$ cat src/rtl/uart_rx_deserializer.sv
// UART receive core: 2-flop sync, oversampled start detect, 3-sample majority per bit, parity and stop checks.
// Latency: Data_Valid / error flags pulse Prescale/2+3 cycles after the stop bit reaches rx_s.
// Backpressure: none. Results are single-cycle pulses, and host logic must capture them on the pulse.
//
// Ports:
//   CLK, RST                 - clock (rising edge), asynchronous active-low reset
//   RX_IN                    - asynchronous serial line, idle high
//   Prescale, PAR_EN, PAR_TYP - frame config, latched when a start bit is detected
//   P_DATA, Data_Valid       - received word and its one-cycle valid strobe
//   Par_Err, Stop_Err        - one-cycle per-frame error strobes
module uart_rx_deserializer #(
    parameter int DATA_WIDTH     = 8,
    parameter int PRESCALE_WIDTH = 6
) (
    input  logic                      CLK,
    input  logic                      RST,
    input  logic                      RX_IN,
    input  logic [PRESCALE_WIDTH-1:0] Prescale,
    input  logic                      PAR_EN,
    input  logic                      PAR_TYP,
    output logic [DATA_WIDTH-1:0]     P_DATA,
    output logic                      Data_Valid,
    output logic                      Par_Err,
    output logic                      Stop_Err
);

    localparam int BW = (DATA_WIDTH > 1) ? $clog2(DATA_WIDTH) : 1;
    localparam logic [PRESCALE_WIDTH-1:0] P1 = 1;
    localparam logic [PRESCALE_WIDTH-1:0] P2 = 2;
    localparam logic [BW-1:0]             LAST_BIT = BW'(DATA_WIDTH - 1);

    typedef enum logic [2:0] {IDLE, START, DATA, PARITY, STOP} state_t;

    state_t                    state;
    logic                      rx_meta;
    logic                      rx_s;
    logic [PRESCALE_WIDTH-1:0] edge_cnt;
    logic [BW-1:0]             bit_cnt;
    logic [2:0]                samp;
    logic [DATA_WIDTH-1:0]     shift_reg;
    logic                      par_bit;
    logic [PRESCALE_WIDTH-1:0] ps_q;
    logic                      par_en_q;
    logic                      par_typ_q;

    logic [PRESCALE_WIDTH-1:0] half;
    logic                      at_s0, at_s1, at_s2, at_res, at_wrap;
    logic                      maj;
    logic                      par_err_c;

    // Sample/resolve points are relative to the config latched at frame start.
    assign half    = ps_q >> 1;
    assign at_s0   = (edge_cnt == half - P1);
    assign at_s1   = (edge_cnt == half);
    assign at_s2   = (edge_cnt == half + P1);
    assign at_res  = (edge_cnt == half + P2);
    assign at_wrap = (edge_cnt == ps_q - P1);

    assign maj       = (samp[0] & samp[1]) | (samp[0] & samp[2]) | (samp[1] & samp[2]);
    assign par_err_c = par_en_q && (par_bit != ((^shift_reg) ^ par_typ_q));

    always_ff @(posedge CLK or negedge RST) begin
        if (!RST) begin
            rx_meta    <= 1'b1;
            rx_s       <= 1'b1;
            state      <= IDLE;
            edge_cnt   <= '0;
            bit_cnt    <= '0;
            samp       <= '0;
            shift_reg  <= '0;
            par_bit    <= 1'b0;
            ps_q       <= '0;
            par_en_q   <= 1'b0;
            par_typ_q  <= 1'b0;
            P_DATA     <= '0;
            Data_Valid <= 1'b0;
            Par_Err    <= 1'b0;
            Stop_Err   <= 1'b0;
        end else begin
            rx_meta    <= RX_IN;
            rx_s       <= rx_meta;
            Data_Valid <= 1'b0;
            Par_Err    <= 1'b0;
            Stop_Err   <= 1'b0;

            case (state)
                IDLE: begin
                    edge_cnt <= '0;
                    bit_cnt  <= '0;
                    if (!rx_s) begin
                        state     <= START;
                        ps_q      <= Prescale;
                        par_en_q  <= PAR_EN;
                        par_typ_q <= PAR_TYP;
                    end
                end
                default: begin
                    edge_cnt <= at_wrap ? '0 : edge_cnt + P1;
                    if (at_s0) samp[0] <= rx_s;
                    if (at_s1) samp[1] <= rx_s;
                    if (at_s2) samp[2] <= rx_s;

                    case (state)
                        START: begin
                            // A start bit that votes high was a line glitch.
                            if (at_res && maj)
                                state <= IDLE;
                            else if (at_wrap)
                                state <= DATA;
                        end
                        DATA: begin
                            if (at_res)
                                shift_reg <= {maj, shift_reg[DATA_WIDTH-1:1]};
                            if (at_wrap) begin
                                if (bit_cnt == LAST_BIT) begin
                                    bit_cnt <= '0;
                                    state   <= par_en_q ? PARITY : STOP;
                                end else begin
                                    bit_cnt <= bit_cnt + BW'(1);
                                end
                            end
                        end
                        PARITY: begin
                            if (at_res)
                                par_bit <= maj;
                            if (at_wrap)
                                state <= STOP;
                        end
                        STOP: begin
                            // Leave mid-stop-bit so a following start edge is never missed.
                            if (at_res) begin
                                state    <= IDLE;
                                Stop_Err <= ~maj;
                                Par_Err  <= par_err_c;
                                if (maj && !par_err_c) begin
                                    Data_Valid <= 1'b1;
                                    P_DATA     <= shift_reg;
                                end
                            end
                        end
                        default: state <= IDLE;
                    endcase
                end
            endcase
        end
    end

endmodule

$ cat config.mk
export PLATFORM = sky130hd
export DESIGN_NAME = uart_rx_deserializer
export DESIGN_NICKNAME = d
export VERILOG_FILES = /design/src/rtl/uart_rx_deserializer.sv
export SDC_FILE = /design/constraint.sdc
export NUM_CORES = 1
export LEC_CHECK = 0
export ABC_AREA = 1
export CORE_MARGIN = 2
export CORE_UTILIZATION = 55
export CTS_CLUSTER_SIZE = 28
export DETAILED_ROUTE_END_ITERATION = 6
export PLACE_DENSITY = 0.88
export SYNTH_ARGS = -nofsm -noshare
export SYNTH_HDL_FRONTEND = slang
export SYNTH_SLANG_ARGS = --single-unit
$ cat constraint.sdc
create_clock -name CLK -period 3.5 [get_ports CLK]
set_input_delay 0.7 -clock CLK [delete_from_list [all_inputs] [get_ports CLK]]
set_output_delay 0.7 -clock CLK [all_outputs]
set_load 0.05 [all_outputs]
==> flow_summary.ini, run 1 <==
[outcome]
status = finished clean

[synth]
synth_cell_type_count = 35
synth_xor_area_frac = 0.0502
synthAdderAreaFrac = 0.0478
yosysWarnings = 0
synthArstFlopShare = 1.00
synth_edf_count = 0
syn_nets = 358
synth_top_family_by_area = simple AND/OR/NAND/NOR gates
avgSynthCellArea_um2 = 7.77
synth-simple-area-share = 0.319
synth_top_flop_cell = dfrtp_1
syn_inst = 337
synth_mux_area_frac = 0.0143
synth_compound_area_frac = 0.0702
netlist_area_um2 = 2620
synth_seq_cells = 45
yosysSeqAreaShare = 0.431

[drt]
drt-pass1-iter-count = 4
dr_total_vias = 2276
ant_nets = 0
drc = 0
wl_um = 5490
via_per_inst = 5.47
drt_iter0_drc = 171
wire_per_inst_um = 13.2

[timing]
setup_viol = 0
rsz0062_at_grt = false
fin_skew_ns = 0.00917
layout_min_cycle_time_ns = 2.18
tns_ns = 0
period_share = 0.624
slew_viol_final = 0
finalHoldViolations = 0
worst_pin_slew_ns = 0.976
slew_headroom = 0.349
max_freq_mhz = 458
timing.final.ws_setup_ns = 1.32

[global_routing]
overflow = 0
grt_pass1_wl_um = 9470
grt_antenna_before_repair = 0
first_global_vias = 2063
grt_start_max_net_pins = 46
grt_usage = 0.229

[clock_network]
root_buffer = clkbuf_8
cts_hold_buf = 0
insertion_delay_ns = 0.30
cts_buffer_depth = 2
tritoncts = yes
cts_made_buffers = 5
htree_levels = 2
path_clk_slew_ns = 0.08
ctsResizeCount = 0
cts_setup_buffers = 0
numClockSinks = 45

[power]
power_switching_w = 0.00107
power_density_nw_per_um2 = 768
pwr-share-seq = 0.361
p_total_w = 0.00227
peakVddDrop_mv = 0.349
clkPwrFrac = 0.141
netSwitchingFraction = 0.473
comb_power_share = 0.499
internal_power_w = 0.00120
p_leak_nw = 1.52

[cells_and_area]
final_layout_size_suffix_gt1_frac = 0.0967
layout_commonest_cell = nand2_1
fillers = 379
n_antenna_cell = 0
area_delta_synth_final_pct = 12.7
final_cell_mix = nand2_1, dfrtp_1, inv_1, nor2_1, nand3_1
fin_nets = 382

[die]
row_count = 25
ios = 22
die_width_um = 73
die_h_um = 73
die_area_um2 = 5330
coreArea_um2 = 4660
initial_utilization = 0.562

[placement]
io_buffers = 21
dp_hpwl_um = 4150
pre_cts_ws_ns = 1.41
finalWeightedCongestion = 0.916

[setup_path]
crit_path_max_incr_delay_ns = 0.82
r2r_slack_ns = 1.34
cp_top_family = buffers and inverters
crit_chain = clkdlybuf4s50_1
start_kind = flop
critPathArrivalTime_ns = 1.48
path_class = reg -> out
cp_max_fo = 2
path_buf_inv = 1
cp.required_ns = 2.80
slowest_stage = clkdlybuf4s50_1
cp-end-kind = output port

[run]
maxCapViolCount = 0

[worst_hold_path]
worstHoldPathType = reg -> reg
## path summary, 6_finish.rpt
| kind | startpoint | to | cells after the start |
|---|---|---|---|
| min | rx_meta$_DFF_PN1_ | rx_s$_DFF_PN1_ | 0 |
| min in group asynchronous | RST | shift_reg[7]$_DFFE_PN0P_ | 1 |
| min reg2reg | rx_meta$_DFF_PN1_ | rx_s$_DFF_PN1_ | 0 |
| max in group asynchronous | RST | P_DATA[1]$_DFFE_PN0P_ | 1 |
| max reg2reg | ps_q[2]$_DFFE_PN0P_ | state[1]$_DFFE_PN0P_ | 14 |
| max | P_DATA[1]$_DFFE_PN0P_ | P_DATA[1] | 1 |
## synth_stat cells, types with 3 or more instances
cell | n | area share
inv_1 | 35 | 0.050
o21ai_1 | 6 | 0.011
nand3_1 | 22 | 0.042
a21oi_2 | 3 | 0.010
nand4_1 | 7 | 0.017
dfrtp_1 | 43 | 0.41
nor3_1 | 3 | 0.0057
nor2_2 | 3 | 0.0072
nand2_2 | 5 | 0.012
xnor2_1 | 6 | 0.020
nor2_1 | 33 | 0.047
a21oi_1 | 14 | 0.027
ha_1 | 10 | 0.048
inv_2 | 3 | 0.0043
nand2_1 | 108 | 0.15
o21ai_0 | 5 | 0.0096
xor2_1 | 9 | 0.030
## power by group through the flow
stage	logic, W	registers, W	clock network, W
3_5_place_dp	0.00111	0.000821	0
6_report	0.00113	0.000817	0.000319
2_1_floorplan	0.000929	0.000759	0
4_1_cts	0.00112	0.000813	0.000330
5_1_grt	0.00129	0.000838	0.000352
3_3_place_gp	0.00107	0.000814	0
## through the flow
step                      instance area (um2)  utilization  instances  hold WS, ns
after floorplan                          2620            -        337        0.345
after global placement                   2860        0.614        408        0.346
after detailed placement                 2860        0.614        408        0.353
after CTS                                2950        0.633        416        0.371
after global routing                     2950        0.633        416        0.372
final                                    2950        0.633        416        0.367
## layout make-up
| class | instances | area, um2 | area share |
|---|---|---|---|
| sequential | 45 | 1130 | 0.382 |
| inverter | 39 | 149 | 0.0504 |
| multi-input combinational | 249 | 1310 | 0.445 |
| clock inverter | 2 | 15.0 | 0.00509 |
| timing repair buffer | 21 | 205 | 0.0695 |
| tap | 54 | 67.6 | 0.0229 |
| clock buffer | 6 | 72.6 | 0.0246 |
## layer usage
| metal | GRT usage | vias to the layer above | share of wire |
|---|---|---|---|
| li1 | - | 1115 | - |
| met1 | 0.316 | 1064 | 0.44 |
| met5 | 0 | - | 0 |
| met2 | 0.356 | 84 | 0.48 |
| met3 | 0.0442 | 13 | 0.061 |
| met4 | 0.0844 | 0 | 0.025 |
## cell families (layout without fill, tap and decap cells)
kind of cell             count (synthesis)  in the layout
AO/OA/AOI/OAI                           32             32
XOR/XNOR                                15             15
adder cells (fa/ha/maj)                 10             10
buffers and inverters                   43             68
flip-flops                              45             45
multiplexers                             3              3
AND/OR/NAND/NOR                        189            189
Power figures use the tool's default switching activity.
==> run 2: changes to the inputs <==
==> constraint.sdc (replaced) <==
create_clock -name CLK -period 2.25 [get_ports CLK]
set_input_delay 0.45 -clock CLK [delete_from_list [all_inputs] [get_ports CLK]]
set_output_delay 0.45 -clock CLK [all_outputs]
set_load 0.05 [all_outputs]
==> flow_summary.ini, run 2 (synthesis gave the netlist of run 1 again) <==
[power]
comb_power_share = 0.497
netSwitchingFraction = 0.471
p_leak_nw = 1.52
power_switching_w = 0.00167
peakVddDrop_mv = 0.659
pwr-share-seq = 0.361
p_total_w = 0.00354
clkPwrFrac = 0.142
power_density_nw_per_um2 = 1190
internal_power_w = 0.00187

[clock_network]
tritoncts = yes
numClockSinks = 45
htree_levels = 2
cts_made_buffers = 5
root_buffer = clkbuf_8
cts_buffer_depth = 2
insertion_delay_ns = 0.30
cts_setup_buffers = 0
cts_hold_buf = 0
path_clk_slew_ns = 0.09

[timing]
finalHoldViolations = 0
tns_ns = 0
timing.final.ws_setup_ns = 0.246
setup_viol = 0
whs_ns = 0.127
max_freq_mhz = 499
fin_skew_ns = 0.00690
slew_headroom = 0.630
period_share = 0.891
rsz0062_at_grt = false
worst_pin_slew_ns = 0.556
slew_viol_final = 0
layout_min_cycle_time_ns = 2.00

[placement]
finalWeightedCongestion = 0.950
place_inst = 409
dp_hpwl_um = 4280
io_buffers = 21
pre_cts_ws_ns = 0.170

[drt]
wl_um = 5640
drt_iter0_drc = 166
via_per_inst = 5.35
ant_nets = 0
dr_total_vias = 2231
wire_per_inst_um = 13.5
drt-pass1-iter-count = 5
drc = 0

[die]
ios = 22
initial_utilization = 0.562
die_h_um = 73
row_count = 25
die_width_um = 73
coreArea_um2 = 4660
die_area_um2 = 5330

[setup_path]
slowest_stage = dfrtp_2
critPathArrivalTime_ns = 2.19
path_buf_inv = 2
crit_path_max_incr_delay_ns = 0.47
cp_common_cell = nand2_1
cp.required_ns = 2.44
path_class = reg -> reg
crit_chain = inv_2, ha_1, inv_1, nand2_1, nand2_1, nand3_1, nor2_2, and2_4, nand2_4, mux2_4
cp_top_family = simple AND/OR/NAND/NOR gates
cp-end-kind = flop
start_kind = flop
cp_max_fo = 15

[global_routing]
grt_usage = 0.231
grt_pass1_wl_um = 9450
grt_start_max_net_pins = 25
grt_antenna_before_repair = 0
overflow = 0
first_global_vias = 2094

[cells_and_area]
area_delta_synth_final_pct = 13.6
final_cells = 417
final_layout_size_suffix_gt1_frac = 0.110
seq_area_um2 = 1130
n_antenna_cell = 0
fillers = 382
layout_commonest_cell = nand2_1
final_cell_mix = nand2_1, dfrtp_1, inv_1, nor2_1, nand3_1
multi_input_area_um2 = 1310
fin_nets = 383

[worst_hold_path]
worstHoldPathType = in -> async

[run]
maxCapViolCount = 0

[outcome]
status = finished clean
run 2: cell types whose count changed in the layout (fill, tap and decap cells not counted):
cell	delta
inv_2	+2
buf_12	+1
dfrtp_1	-2
dfrtp_2	+2
inv_1	-2
run 2: worst reg2reg max path: cells and delay by family (launching register included):
kind	cells	cell delay, ns
buffers and inverters	2	0.15
DFF	1	0.47
and+or+nand+nor	6	0.63
muxes	1	0.34
adders and majority gates	1	0.30
run 2: per-layer routing:
layer,part of all wire,track usage
met4,0.0067,0.0782
met1,0.47,0.312
met5,0,0
met3,0.047,0.0497
met2,0.48,0.368
run 2: power groups by stage:
stage	Sequential (W)	Combinational [W]	Clock [W]
2_1_floorplan	0.00118	0.00145	0
3_3_place_gp	0.00126	0.00167	0
3_5_place_dp	0.00128	0.00174	0
4_1_cts	0.00126	0.00174	0.000506
5_1_grt	0.00131	0.00202	0.000540
6_report	0.00128	0.00176	0.000503
run 2: timing repair:
action | 4_1_cts | 5_1_grt
endpoints found under the hold margin | 0 | 0
gates resized for setup | 0 | 4
endpoints found under the setup margin | 0 | 12
run 2: worst paths after layout:
kind | depth (start not counted) | endpoint | start | slack, ns
hold reg to reg | 0 | rx_s$_DFF_PN1_ | rx_meta$_DFF_PN1_ | 0.36
setup reg to reg | 10 | shift_reg[0]$_DFFE_PN0P_ | ps_q[3]$_DFFE_PN0P_ | 0.25
hold / removal | 1 | ps_q[1]$_DFFE_PN0P_ | RST | 0.13
setup / recovery | 10 | shift_reg[0]$_DFFE_PN0P_ | ps_q[3]$_DFFE_PN0P_ | 0.25
max in group asynchronous | 2 | ps_q[2]$_DFFE_PN0P_ | RST | 1.59
min in group CLK | 0 | rx_s$_DFF_PN1_ | rx_meta$_DFF_PN1_ | 0.36
run 2: per-stage QoR:
step,area (um2),util
global placement,2880,0.619
floorplan,2620,-
finish,2970,0.638
CTS,2970,0.638
global route,2970,0.638
detailed placement,2880,0.619
run 2: final cells by class:
type                       count  share of cell area
clock buffer                   6              0.0244
sequential                    45               0.380
inverter                      39              0.0501
multi-input combinational    249               0.442
clock inverter                 2             0.00505
tap                           54              0.0227
timing repair buffer          22              0.0757
==> run 3: changes to the inputs <==
--- a/config.mk
+++ b/config.mk
@@ -6,11 +6,11 @@
 export NUM_CORES = 1
 export LEC_CHECK = 0
 export ABC_AREA = 1
-export CORE_MARGIN = 2
 export CORE_UTILIZATION = 55
 export CTS_CLUSTER_SIZE = 28
 export DETAILED_ROUTE_END_ITERATION = 6
 export PLACE_DENSITY = 0.88
+export RECOVER_POWER = 25
 export SYNTH_ARGS = -nofsm -noshare
 export SYNTH_HDL_FRONTEND = slang
 export SYNTH_SLANG_ARGS = --single-unit
==> flow_summary.ini, run 3 (synthesis gave the netlist of run 1 again) <==
[timing]
layout_min_cycle_time_ns = 2.13
slew_headroom = 0.326
timing.final.ws_setup_ns = 0.124
setup_viol = 0
tns_ns = 0
period_share = 0.945
worst_pin_slew_ns = 1.01
finalHoldViolations = 0
rsz0062_at_grt = false
max_freq_mhz = 470
slew_viol_final = 0
whs_ns = 0.292
fin_skew_ns = 0.0108

[drt]
wire_per_inst_um = 13.4
dr_total_vias = 2248
wl_um = 5590
drt_iter0_drc = 153
drc = 1
drt-pass1-iter-count = 6
via_per_inst = 5.39
ant_nets = 0

[setup_path]
path_class = reg -> reg
cp-end-kind = flop
cp.required_ns = 2.44
start_kind = flop
cp_max_fo = 7
critPathArrivalTime_ns = 2.32
reg2reg_depth = 14

[clock_network]
numClockSinks = 45
cts_buffer_depth = 2
tritoncts = yes
path_clk_slew_ns = 0.09
cts_made_buffers = 5
cts_hold_buf = 0
ctsResizeCount = 0
root_buffer = clkbuf_8
htree_levels = 2
cts_setup_buffers = 0
insertion_delay_ns = 0.30

[global_routing]
overflow = 0
first_global_vias = 2177
grt_pass1_wl_um = 9670
grt_usage = 0.246
grt_antenna_before_repair = 0
grt_start_max_net_pins = 19

[cells_and_area]
final_layout_size_suffix_gt1_frac = 0.104
layout_commonest_cell = nand2_1
post-route-util = 0.669
fillers = 365
final_cell_mix = nand2_1, dfrtp_1, inv_1, nor2_1, nand3_1
area_delta_synth_final_pct = 14.2
seq_area_um2 = 1130
fin_nets = 385
multi_input_area_um2 = 1310
n_antenna_cell = 0

[power]
p_leak_nw = 1.54
p_total_w = 0.00367
power_density_nw_per_um2 = 1230
peakVddDrop_mv = 0.767

[die]
coreArea_um2 = 4470
die_h_um = 71
die_area_um2 = 5040
initial_utilization = 0.585
row_count = 24
ios = 22
die_width_um = 71

[placement]
dp_hpwl_um = 4410
pre_cts_ws_ns = 0.134
io_buffers = 21
finalWeightedCongestion = 0.923

[outcome]
violations = design-rule violations
status = finished, violations left

[run]
maxCapViolCount = 0

[worst_hold_path]
worstHoldPathType = in -> async
## run 3: worst paths after layout
kind                            slack [ns]           startpoint                   end
worst max-delay path                  0.12  ps_q[3]$_DFFE_PN0P_  state[1]$_DFFE_PN0P_
worst min-delay path                  0.29                  RST   ps_q[4]$_DFFE_PN0P_
worst max register to register        0.12  ps_q[3]$_DFFE_PN0P_  state[1]$_DFFE_PN0P_
worst min register to register        0.36    rx_meta$_DFF_PN1_        rx_s$_DFF_PN1_
max in group asynchronous             0.74                  RST   ps_q[2]$_DFFE_PN0P_
min in group CLK                      0.36    rx_meta$_DFF_PN1_        rx_s$_DFF_PN1_
## run 3: cell type report
type,count,area share
clock buffers,6,0.0243
repair buffers,24,0.0744
multi-input cells,249,0.439
flip-flops and latches,45,0.378
inverters,39,0.0498
well taps,52,0.0217
clock inverters,2,0.0130
## run 3: critical path, cell delays in order (launching register included)
cell and delay (ns):
dfrtp_1 0.51, inv_2 0.11, ha_1 0.30, inv_1 0.06
nand2_1 0.05, nand2_1 0.06, nand3_1 0.09, nor2_2 0.17
nand3_2 0.12, nand2_1 0.11, nand2_1 0.07, nand2_1 0.14
nand3_1 0.09, nand2_1 0.07, nand2_1 0.05
## run 3: layer usage
metal / part of all wire / global-route usage / vias up
li1: - / - / 1120
met1: 0.45 / 0.315 / 1055
met2: 0.48 / 0.419 / 59
met3: 0.042 / 0.0413 / 14
met4: 0.025 / 0.0933 / 0
met5: 0 / 0 / -
## run 3: power breakdown
part | internal [W] | switching [W] | total, W | leakage (nW)
clock network | 0.000333 | 0.000276 | 0.000609 | 0.0554
logic | 0.000648 | 0.00115 | 0.00179 | 0.905
registers | 0.00101 | 0.000255 | 0.00126 | 0.582
## run 3: metrics by stage
stage | instances | instance area (um2)
floorplan | 337 | 2620
global placement | 409 | 2880
detailed placement | 409 | 2880
CTS | 417 | 3000
global route | 417 | 2990
finish | 417 | 2990
